`src/rtl/relu_maxpool_engine.sv`:
```
// relu_maxpool_engine: streams a CHW feature map from a read port, applies
// ReLU and (optionally) 2x2/stride-2 max-pooling, and writes results
// sequentially to a write port. One read per cycle, no bubbles.
module relu_maxpool_engine #(
  parameter int DATA_WIDTH = 8,
  parameter int CHANNELS   = 128,
  parameter int IN_HEIGHT  = 6,
  parameter int IN_WIDTH   = 8,
  parameter int POOL_EN    = 1,
  parameter int RD_LATENCY = 1,
  parameter int ADDR_WIDTH = 13
) (
  input  logic                         clk,
  input  logic                         rst,
  input  logic                         start,
  output logic                         busy,
  output logic                         done,
  output logic                         rd_en,
  output logic [ADDR_WIDTH-1:0]        rd_addr,
  input  logic signed [DATA_WIDTH-1:0] rd_data,
  output logic                         wr_en,
  output logic [ADDR_WIDTH-1:0]        wr_addr,
  output logic [DATA_WIDTH-1:0]        wr_data
);
  typedef logic [ADDR_WIDTH-1:0] addr_t;
  typedef enum logic [1:0] {IDLE, ISSUE, DRAIN, FINISH} state_t;

  localparam int OH   = IN_HEIGHT / 2;
  localparam int OW   = IN_WIDTH / 2;
  localparam int N_RD = (POOL_EN != 0) ? 4 * CHANNELS * OH * OW
                                       : CHANNELS * IN_HEIGHT * IN_WIDTH;

  localparam addr_t A_ONE  = addr_t'(1);
  localparam addr_t A_TWO  = addr_t'(2);
  localparam addr_t A_W    = addr_t'(IN_WIDTH);
  localparam addr_t A_2W   = addr_t'(2 * IN_WIDTH);
  localparam addr_t A_HW   = addr_t'(IN_HEIGHT * IN_WIDTH);
  localparam addr_t A_OW1  = addr_t'(OW - 1);
  localparam addr_t A_OH1  = addr_t'(OH - 1);
  localparam addr_t A_LAST = addr_t'(N_RD - 1);

  state_t      state;
  logic [1:0]  lat_cnt;
  // walker for the read currently on rd_addr: element-in-window, window
  // position and the running base offsets of that window
  logic [1:0]  elem, elem_n;
  addr_t       ox, oy, col, row_base, chan_base, rd_cnt;
  addr_t       ox_n, oy_n, col_n, row_n, chan_n, addr_n;
  logic        rd_first, rd_last, first_n, last_n;

  // tags travel alongside each read so they line up with its returning data
  logic [RD_LATENCY:1] vld_pipe, first_pipe, last_pipe;

  logic signed [DATA_WIDTH-1:0] acc, cand;
  addr_t                        wr_cnt;

  // Next read position and address: (2oy,2ox),(2oy,2ox+1),(2oy+1,2ox),(2oy+1,2ox+1)
  always_comb begin
    elem_n = elem + 2'd1;
    ox_n   = ox;
    oy_n   = oy;
    col_n  = col;
    row_n  = row_base;
    chan_n = chan_base;
    if (elem == 2'd3) begin
      ox_n  = ox + A_ONE;
      col_n = col + A_TWO;
      if (ox == A_OW1) begin
        ox_n  = '0;
        col_n = '0;
        oy_n  = oy + A_ONE;
        row_n = row_base + A_2W;
        if (oy == A_OH1) begin
          oy_n   = '0;
          row_n  = '0;
          chan_n = chan_base + A_HW;
        end
      end
    end
    addr_n = chan_n + row_n + col_n + (elem_n[1] ? A_W : '0) + addr_t'(elem_n[0]);
    if (POOL_EN == 0) addr_n = rd_addr + A_ONE;
    first_n = (POOL_EN == 0) || (elem_n == 2'd0);
    last_n  = (POOL_EN == 0) || (elem_n == 2'd3);
  end

  // Control FSM: issues every read back-to-back, then waits out the latency
  always_ff @(posedge clk) begin
    if (rst) begin
      state     <= IDLE;
      busy      <= 1'b0;
      done      <= 1'b0;
      rd_en     <= 1'b0;
      rd_addr   <= '0;
      rd_first  <= 1'b0;
      rd_last   <= 1'b0;
      lat_cnt   <= '0;
      elem      <= '0;
      ox        <= '0;
      oy        <= '0;
      col       <= '0;
      row_base  <= '0;
      chan_base <= '0;
      rd_cnt    <= '0;
    end else begin
      case (state)
        IDLE: begin
          done <= 1'b0;
          if (start) begin
            state     <= ISSUE;
            busy      <= 1'b1;
            rd_en     <= 1'b1;
            rd_addr   <= '0;
            rd_first  <= 1'b1;
            rd_last   <= (POOL_EN == 0);
            elem      <= '0;
            ox        <= '0;
            oy        <= '0;
            col       <= '0;
            row_base  <= '0;
            chan_base <= '0;
            rd_cnt    <= '0;
          end
        end
        ISSUE: begin
          if (rd_cnt == A_LAST) begin
            rd_en    <= 1'b0;
            rd_first <= 1'b0;
            rd_last  <= 1'b0;
            lat_cnt  <= '0;
            state    <= DRAIN;
          end else begin
            rd_cnt    <= rd_cnt + A_ONE;
            rd_addr   <= addr_n;
            rd_first  <= first_n;
            rd_last   <= last_n;
            elem      <= elem_n;
            ox        <= ox_n;
            oy        <= oy_n;
            col       <= col_n;
            row_base  <= row_n;
            chan_base <= chan_n;
          end
        end
        DRAIN: begin
          // RD_LATENCY cycles for the data, one more for the registered write
          if (lat_cnt == 2'(RD_LATENCY)) begin
            state <= FINISH;
            done  <= 1'b1;
          end else begin
            lat_cnt <= lat_cnt + 2'd1;
          end
        end
        default: begin
          done  <= 1'b0;
          busy  <= 1'b0;
          state <= IDLE;
        end
      endcase
    end
  end

  // Window reduction: load on first element, signed max on the rest
  always_comb begin
    cand = rd_data;
    if (!first_pipe[RD_LATENCY] && (acc > rd_data)) cand = acc;
  end

  // Tag pipeline, accumulator and rectified write port
  always_ff @(posedge clk) begin
    if (rst) begin
      vld_pipe   <= '0;
      first_pipe <= '0;
      last_pipe  <= '0;
      acc        <= '0;
      wr_en      <= 1'b0;
      wr_addr    <= '0;
      wr_data    <= '0;
      wr_cnt     <= '0;
    end else begin
      vld_pipe[1]   <= rd_en;
      first_pipe[1] <= rd_first;
      last_pipe[1]  <= rd_last;
      for (int i = 2; i <= RD_LATENCY; i++) begin
        vld_pipe[i]   <= vld_pipe[i-1];
        first_pipe[i] <= first_pipe[i-1];
        last_pipe[i]  <= last_pipe[i-1];
      end
      wr_en <= 1'b0;
      if (state == IDLE) wr_cnt <= '0;
      if (vld_pipe[RD_LATENCY]) begin
        acc <= cand;
        if (last_pipe[RD_LATENCY]) begin
          wr_en   <= 1'b1;
          wr_addr <= wr_cnt;
          wr_data <= cand[DATA_WIDTH-1] ? '0 : cand;
          wr_cnt  <= wr_cnt + A_ONE;
        end
      end
    end
  end
endmodule

```
`config.mk`:
```
export PLATFORM = sky130hd
export DESIGN_NAME = relu_maxpool_engine
export DESIGN_NICKNAME = d
export VERILOG_FILES = /design/src/rtl/relu_maxpool_engine.sv
export SDC_FILE = /design/constraint.sdc
export NUM_CORES = 1
export LEC_CHECK = 0
export ABC_AREA = 1
export CAP_MARGIN = 40
export CORE_MARGIN = 2
export CORE_UTILIZATION = 54
export CTS_BUF_LIST = sky130_fd_sc_hd__clkbuf_16
export DETAILED_ROUTE_END_ITERATION = 10
export MAX_ROUTING_LAYER = met4
export PLACE_DENSITY = 0.76
export SYNTH_ARGS = -nofsm -noshare
export SYNTH_HDL_FRONTEND = slang
export SYNTH_SLANG_ARGS = --single-unit
```
`constraint.sdc`:
```
create_clock -name clk -period 3.9 [get_ports clk]
set_clock_uncertainty 0.15 [all_clocks]
set_input_delay 0.78 -clock clk [delete_from_list [all_inputs] [get_ports clk]]
set_output_delay 0.78 -clock clk [all_outputs]
set_load 0.01 [all_outputs]
```
# Word-level counts from Yosys, hierarchy flattened
# Index checks and enable logic that the tools add are counted.
dict set report totals {
  elab_cells 129
  regBits 148
  output_inout_bits 38
  in_bits 11
}
dict set report classes {
  add_sub_neg 13
  mux 56
  eq_ne 15
  bitwise_logic 3
  n_lt_le_gt_ge 1
  reduce_logical 18
}
# cell n
set op_table {}
lappend op_table {{2-to-1 mux 13 bit} 24}
lappend op_table {{case mux 13 bit (2 select lines)} 7}
lappend op_table {{adder 13 x 1 -> 13 bit (second input constant)} 4}
lappend op_table {{adder 13 bit} 2}
lappend op_table {{== test 13 x 2 -> 1 bit (second input constant)} 2}
lappend op_table {{2-to-1 mux 2 bit} 7}
lappend op_table {{inequality test 2 bit (second input constant)} 7}
lappend op_table {{adder 13 x 1 -> 13 bit} 1}
lappend op_table {{adder 13 x 2 -> 13 bit (second input constant)} 1}
lappend op_table {{adder 13 x 4 -> 13 bit} 1}
lappend op_table {{adder 13 x 5 -> 13 bit (second input constant)} 1}
lappend op_table {{adder 13 x 6 -> 13 bit (second input constant)} 1}
lappend op_table {{== test 13 bit (second input constant)} 1}
lappend op_table {{AND reduction 3 bit} 4}
lappend op_table {{case mux 1 bit (2 select lines)} 5}
lappend op_table {{> comparator 8 bit} 1}
lappend op_table {{2-to-1 mux 8 bit} 1}
lappend op_table {{case mux 2 bit (2 select lines)} 2}
lappend op_table {{AND reduction 2 bit} 4}
lappend op_table {{2-to-1 mux 1 bit} 7}
lappend op_table {{2-to-1 mux 7 bit} 1}
lappend op_table {{== test 2 bit (second input constant)} 3}
lappend op_table {{case mux 2 bit (3 select lines)} 1}
lappend op_table {{AND reduction 5 bit} 1}
lappend op_table {{other kinds (10)} 17}

# Logic depth before layout (Yosys ltp)
dict set report depth {
  word_depth 10
  ltp_mapped 26
  ltp_nobuf 25
}

# Worst setup path before layout
# Ideal clock, no wire load.
dict set report synth_timing {
  path_type {flip-flop to flip-flop}
  start {register elem[0]}
  end {register rd_addr[12]}
  setup_slack_ps 11
  t_required_ps 3618
  t_arrival_ps 3607
  n_path_buf 1
  setup_time_ps 132
  path_stages_with_launch 22
  period_less_slack_ps 3889
  cell_sequence {dfxtp_1 ha_1 buf_4 nand2_1 nor3_1 and3_1 nand2_1 a221oi_1 inv_1 fa_1 inv_1 ha_1 ha_1 nand2_1 o21ai_0 nand2_1 nand2_1 nand2_1 nand2_1 nand3_1 nand3_1 a21oi_1}
}
dict set report synth_via {
  elab_chain_cells 8
  elab_cells_between_ends 12
  cone_classes {add/sub (5); eq/ne (1); mux (6)}
}
# item line_no
set synth_lines {}
lappend synth_lines {{start, declared} 46} ;# logic [1:0] elem, elem_n;
lappend synth_lines {{start signal, assigned} 136} ;# elem <= elem_n;
lappend synth_lines {{== test 2 bit} 65} ;# if (elem == 2'd3) begin
lappend synth_lines {{2-to-1 mux 13 bit} 65}
lappend synth_lines {{adder 13 bit (2 in a row)} 80} ;# addr_n = chan_n + row_n + col_n + (elem_n[1] ? A_W : '0) + addr_t'(elem_n[0]);
lappend synth_lines {{adder 13 x 4 -> 13 bit} 80}
lappend synth_lines {{adder 13 x 1 -> 13 bit *} 80}
lappend synth_lines {{2-to-1 mux 13 bit *} 125} ;# if (rd_cnt == A_LAST) begin
lappend synth_lines {{case mux 13 bit (2 select lines) *} 105} ;# case (state)
lappend synth_lines {{end signal, assigned} 133} ;# rd_addr <= addr_n;
lappend synth_lines {{end, declared} 19} ;# output logic [ADDR_WIDTH-1:0] rd_addr,
# Mark *: on every way between the ends. The rest lies on a longest branch, timed or not. The select of a mux whose other input is x is not followed.
# A chain may end at the register's enable or synchronous reset.

# Worst setup path in the final report
dict set report layout_timing {
  start {register ox[0]}
  end {register rd_addr[11]}
}
dict set report layout_via {
  elab_chain_cells 9
  elab_cells_between_ends 13
  cone_classes {add/sub (4); eq/ne (1); mux (8)}
}
# item line_no
set layout_lines {}
lappend layout_lines {{start, declared} 47} ;# addr_t ox, oy, col, row_base, chan_base, rd_cnt;
lappend layout_lines {{start signal, assigned} 137} ;# ox <= ox_n;
lappend layout_lines {{== test 13 x 2 -> 1 bit *} 68} ;# if (ox == A_OW1) begin
lappend layout_lines {{2-to-1 mux 13 bit} 68}
lappend layout_lines {{2-to-1 mux 13 bit} 65}
lappend layout_lines {{adder 13 bit} 80}
lappend layout_lines {{adder 13 bit *} 80}
lappend layout_lines {{adder 13 x 4 -> 13 bit *} 80}
lappend layout_lines {{adder 13 x 1 -> 13 bit *} 80}
lappend layout_lines {{2-to-1 mux 13 bit *} 125}
lappend layout_lines {{case mux 13 bit (2 select lines) *} 105}
# Marked as above.

==> summary.txt <==
Synthesis
  – Yosys warning total: 0
  – Post-synth EDFFs: 0
  – Synthesized area per cell: 7.09 sq um
  – Synth area leader: dfxtp_1
  – Syn nets: 1216
  – FF+latch count, synth: 143
  – Cells after Synth: 1143
  – Synth cell types: 59
  – Ys flop type: dfxtp_1
  – Synthesized area: 0.00811 sq mm
  – Main area contributors after synthesis: dfxtp_1 35%, nand2_1 11%, a21oi_1 8.2%
  – Fraction of registers with async set/reset: 0%
  – Post-synthesis sequential area ratio: 35.3%
  – Synth top area share: 35.3%

Layout
  – Fillers: 1137
  – Commonest cells after routing, fill and taps aside: 229 x nand2_1, 158 x inv_1, 141 x dfxtp_1
  – Final nets: roughly 1300
  – Commonest non-fill, non-tap cell in the layout: nand2_1
  – Layout area overhead: 27.9%
  – Final Util: 71.0%
  – Antenna Diode Count: 0
  – Layout cell share with drive strength beyond 1: between 15 and 20%

Run
  – Max-cap violations: 0

Clocking
  – CTS buffer count: 17
  – CTS Buffer Depth: 2
  – Clock transition at the registers of the reported paths: 0.07 ns
  – Clk sinks: ~140
  – CTS tree: done
  – Root Driver: clkbuf_16
  – Worst-Skew Late Latency: 0.43 ns
  – H-tree Lvls: 4
  – Post-CTS Hold Buffers: 0

Floorplan
  – Die width: 127 um
  – Die Area: 0.0160 sq mm
  – Row cnt: 44
  – IO Pins: 49
  – Die Height: 127 um
  – Core box area: 0.0146 sq mm
  – Initial core utilization: 55.6%

Route
  – DR vias: 8011
  – WL per Instance: 14.4 um
  – Mean number of vias per cell: 5.47
  – DR pass1 iterations: 6
  – DRC: 0
  – Overall routed net length: 21.0 mm
  – DRT iter0 DRCs: between 600 and 700
  – DRT antenna net count: 0

Setup path
  – R2R setup slack: -0.05 ns
  – Slowest stage cell on the critical path: fa_1
  – Largest stage delay, worst path: 0.51 ns
  – CP Max Fanout: 5
  – Crit path DAT: 4.11 ns
  – Most used cell, CP: inv_1
  – Critical path class: reg -> reg
  – Kind of start point of the critical path: register
  – Top delay family on crit path: adder cells
  – Worst Path Required: between 4 and 5 ns
  – Worst path cell trace: ha_2, inv_1, nor2_1, nand2_1, nor2_2, nand3_4, nor2_4, buf_12, buf_4, nand2_1, xor2_2, fa_1, inv_1, ha_1, ha_1, inv_1, nor3_2, nand3_1, o2111ai_2, a21oi_1, o21ai_0, a21oi_1
  – Endpoint class of the critical path: register
  – WP buf/inv: 5

Timing
  – Relative slew margins: a little under half
  – Max Slew Vio Count: 0
  – RSZ-0062 raised after global routing: yes
  – Minimum clock period: 3.95 ns
  – Worst-Margin Slew: 0.776 ns
  – Fmax: 253 MHz
  – Fin crit share: 101%
  – Endpoints failing hold: 0
  – Fin worst setup slack: -0.0455 ns
  – Final Setup Violations: 2

Global route
  – Largest net degree at the start of global routing: 46
  – Remaining Overflow, GRT: 0
  – Antenna violations before repair: 0
  – Global-route wire length before repair: about 33 mm
  – Tot GR Track Use: between 20 and 30%
  – Vias in the first global route: 7105

Power and ir drop
  – VDD IR max: 0.538 mV
  – Lkg Pwr: 4.31 nW
  – PD cells: around 430 mW/mm^2

Place
  – Detailed placer's ending HPWL: about 14 mm
  – Place WS: -0.117 ns
  – Port buffer count: 47
  – Gpl congestion: 0.939

Worst hold path
  – Worst hold path type: reg -> reg

Outcome
  – Failing checks: negative setup slack
  – Status: finished with violations
per-layer routing:
| metal | GRT usage (%) | share of wire, % | vias up |
|---|---|---|---|
| met4 | 6.27 | 1.9 | 0 |
| li1 | - | - | 4022 |
| met2 | 40.5 | 47 | 256 |
| met1 | 33.4 | 45 | 3695 |
| met3 | 5.36 | 6.3 | 38 |
| met5 | - | 0 | - |
synth_stat cells (6+ instances only):
cell type    n
clkbuf_1    19
nor3_1      34
nor2_1     112
dfxtp_1    143
nand4_1     12
o21ai_0     67
ha_1        52
fa_1        10
a211oi_1    12
inv_1      161
buf_2        6
nand2_1    235
xor2_1       8
or2_2        6
nand3_1     52
a21oi_1    133
flip-flops by register name, indices dropped and copies added (netlist names), 7 cells and up:
signal,cells
chan_base,9
acc,8
wr_cnt,13
col,13
wr_data,7
rd_addr,13
rd_cnt,13
oy,13
row_base,13
ox,13
wr_addr,13
through the flow:
stage               TNS (ns)  hold WS (ns)  total power, W  area (sq um)  instances
finish               -0.0729         0.282         0.00450         10400       1464
global route          -0.663         0.296         0.00472         10400       1464
CTS                 -0.00762         0.284         0.00448          9930       1455
detailed placement    -0.231         0.274         0.00286          9280       1422
global placement     -0.0805         0.265         0.00284          9260       1421
floorplan                  0         0.249         0.00250          8110       1143
final cells by class:
| cell class | instances | area, sq um | area share [%] |
|---|---|---|---|
| multi-input cells | 802 | 4860 | 46.9 |
| flip-flops and latches | 143 | 2870 | 27.6 |
| clock inverters | 15 | 165 | 1.59 |
| inverters | 166 | 626 | 6.04 |
| well taps | 184 | 230 | 2.22 |
| repair buffers | 137 | 1190 | 11.5 |
| clock buffers | 17 | 425 | 4.10 |
where the power goes:
| group | internal (W) | switching (W) |
|---|---|---|
| Sequential | 0.00155 | 0.0000585 |
| Combinational | 0.000373 | 0.000897 |
| Clock | 0.000911 | 0.000718 |
| Total | 0.00283 | 0.00167 |
cells by family after synthesis:
family                   count (synthesis)  synth area share (%)
AO/OA/AOI/OAI                          247                  16.9
flip-flops                             143                  35.3
other                                    1                0.0463
XOR/XNOR                                15                  2.07
AND/OR/NAND/NOR                        477                  25.6
adder cells (fa/ha/maj)                 62                  10.5
buffers and inverters                  198                  9.52
tightest hold or removal path, stage by stage (launching register included):
cell and delay (ns):
dfxtp_1 0.30, inv_1 0.04, nor2_1 0.04
path summary, 6_finish.rpt:
path	start	to	cells past startpoint
setup / recovery	ox[0]$_SDFFE_PP0P_	rd_addr[11]$_SDFFE_PP0P_	22
hold / removal	rd_last$_SDFFE_PP0P_	last_pipe$_SDFF_PP0_	2
setup reg to reg	ox[0]$_SDFFE_PP0P_	rd_addr[11]$_SDFFE_PP0P_	22
hold reg to reg	rd_last$_SDFFE_PP0P_	last_pipe$_SDFF_PP0_	2
timing repair:
action / 4_1_cts / 5_1_grt
setup buffers: 1 / 10
endpoints found under the setup margin: 4 / 7
resized for setup: 11 / 75
pin swaps: 1 / 28
No activity file was read; power rests on OpenSTA's default activity.
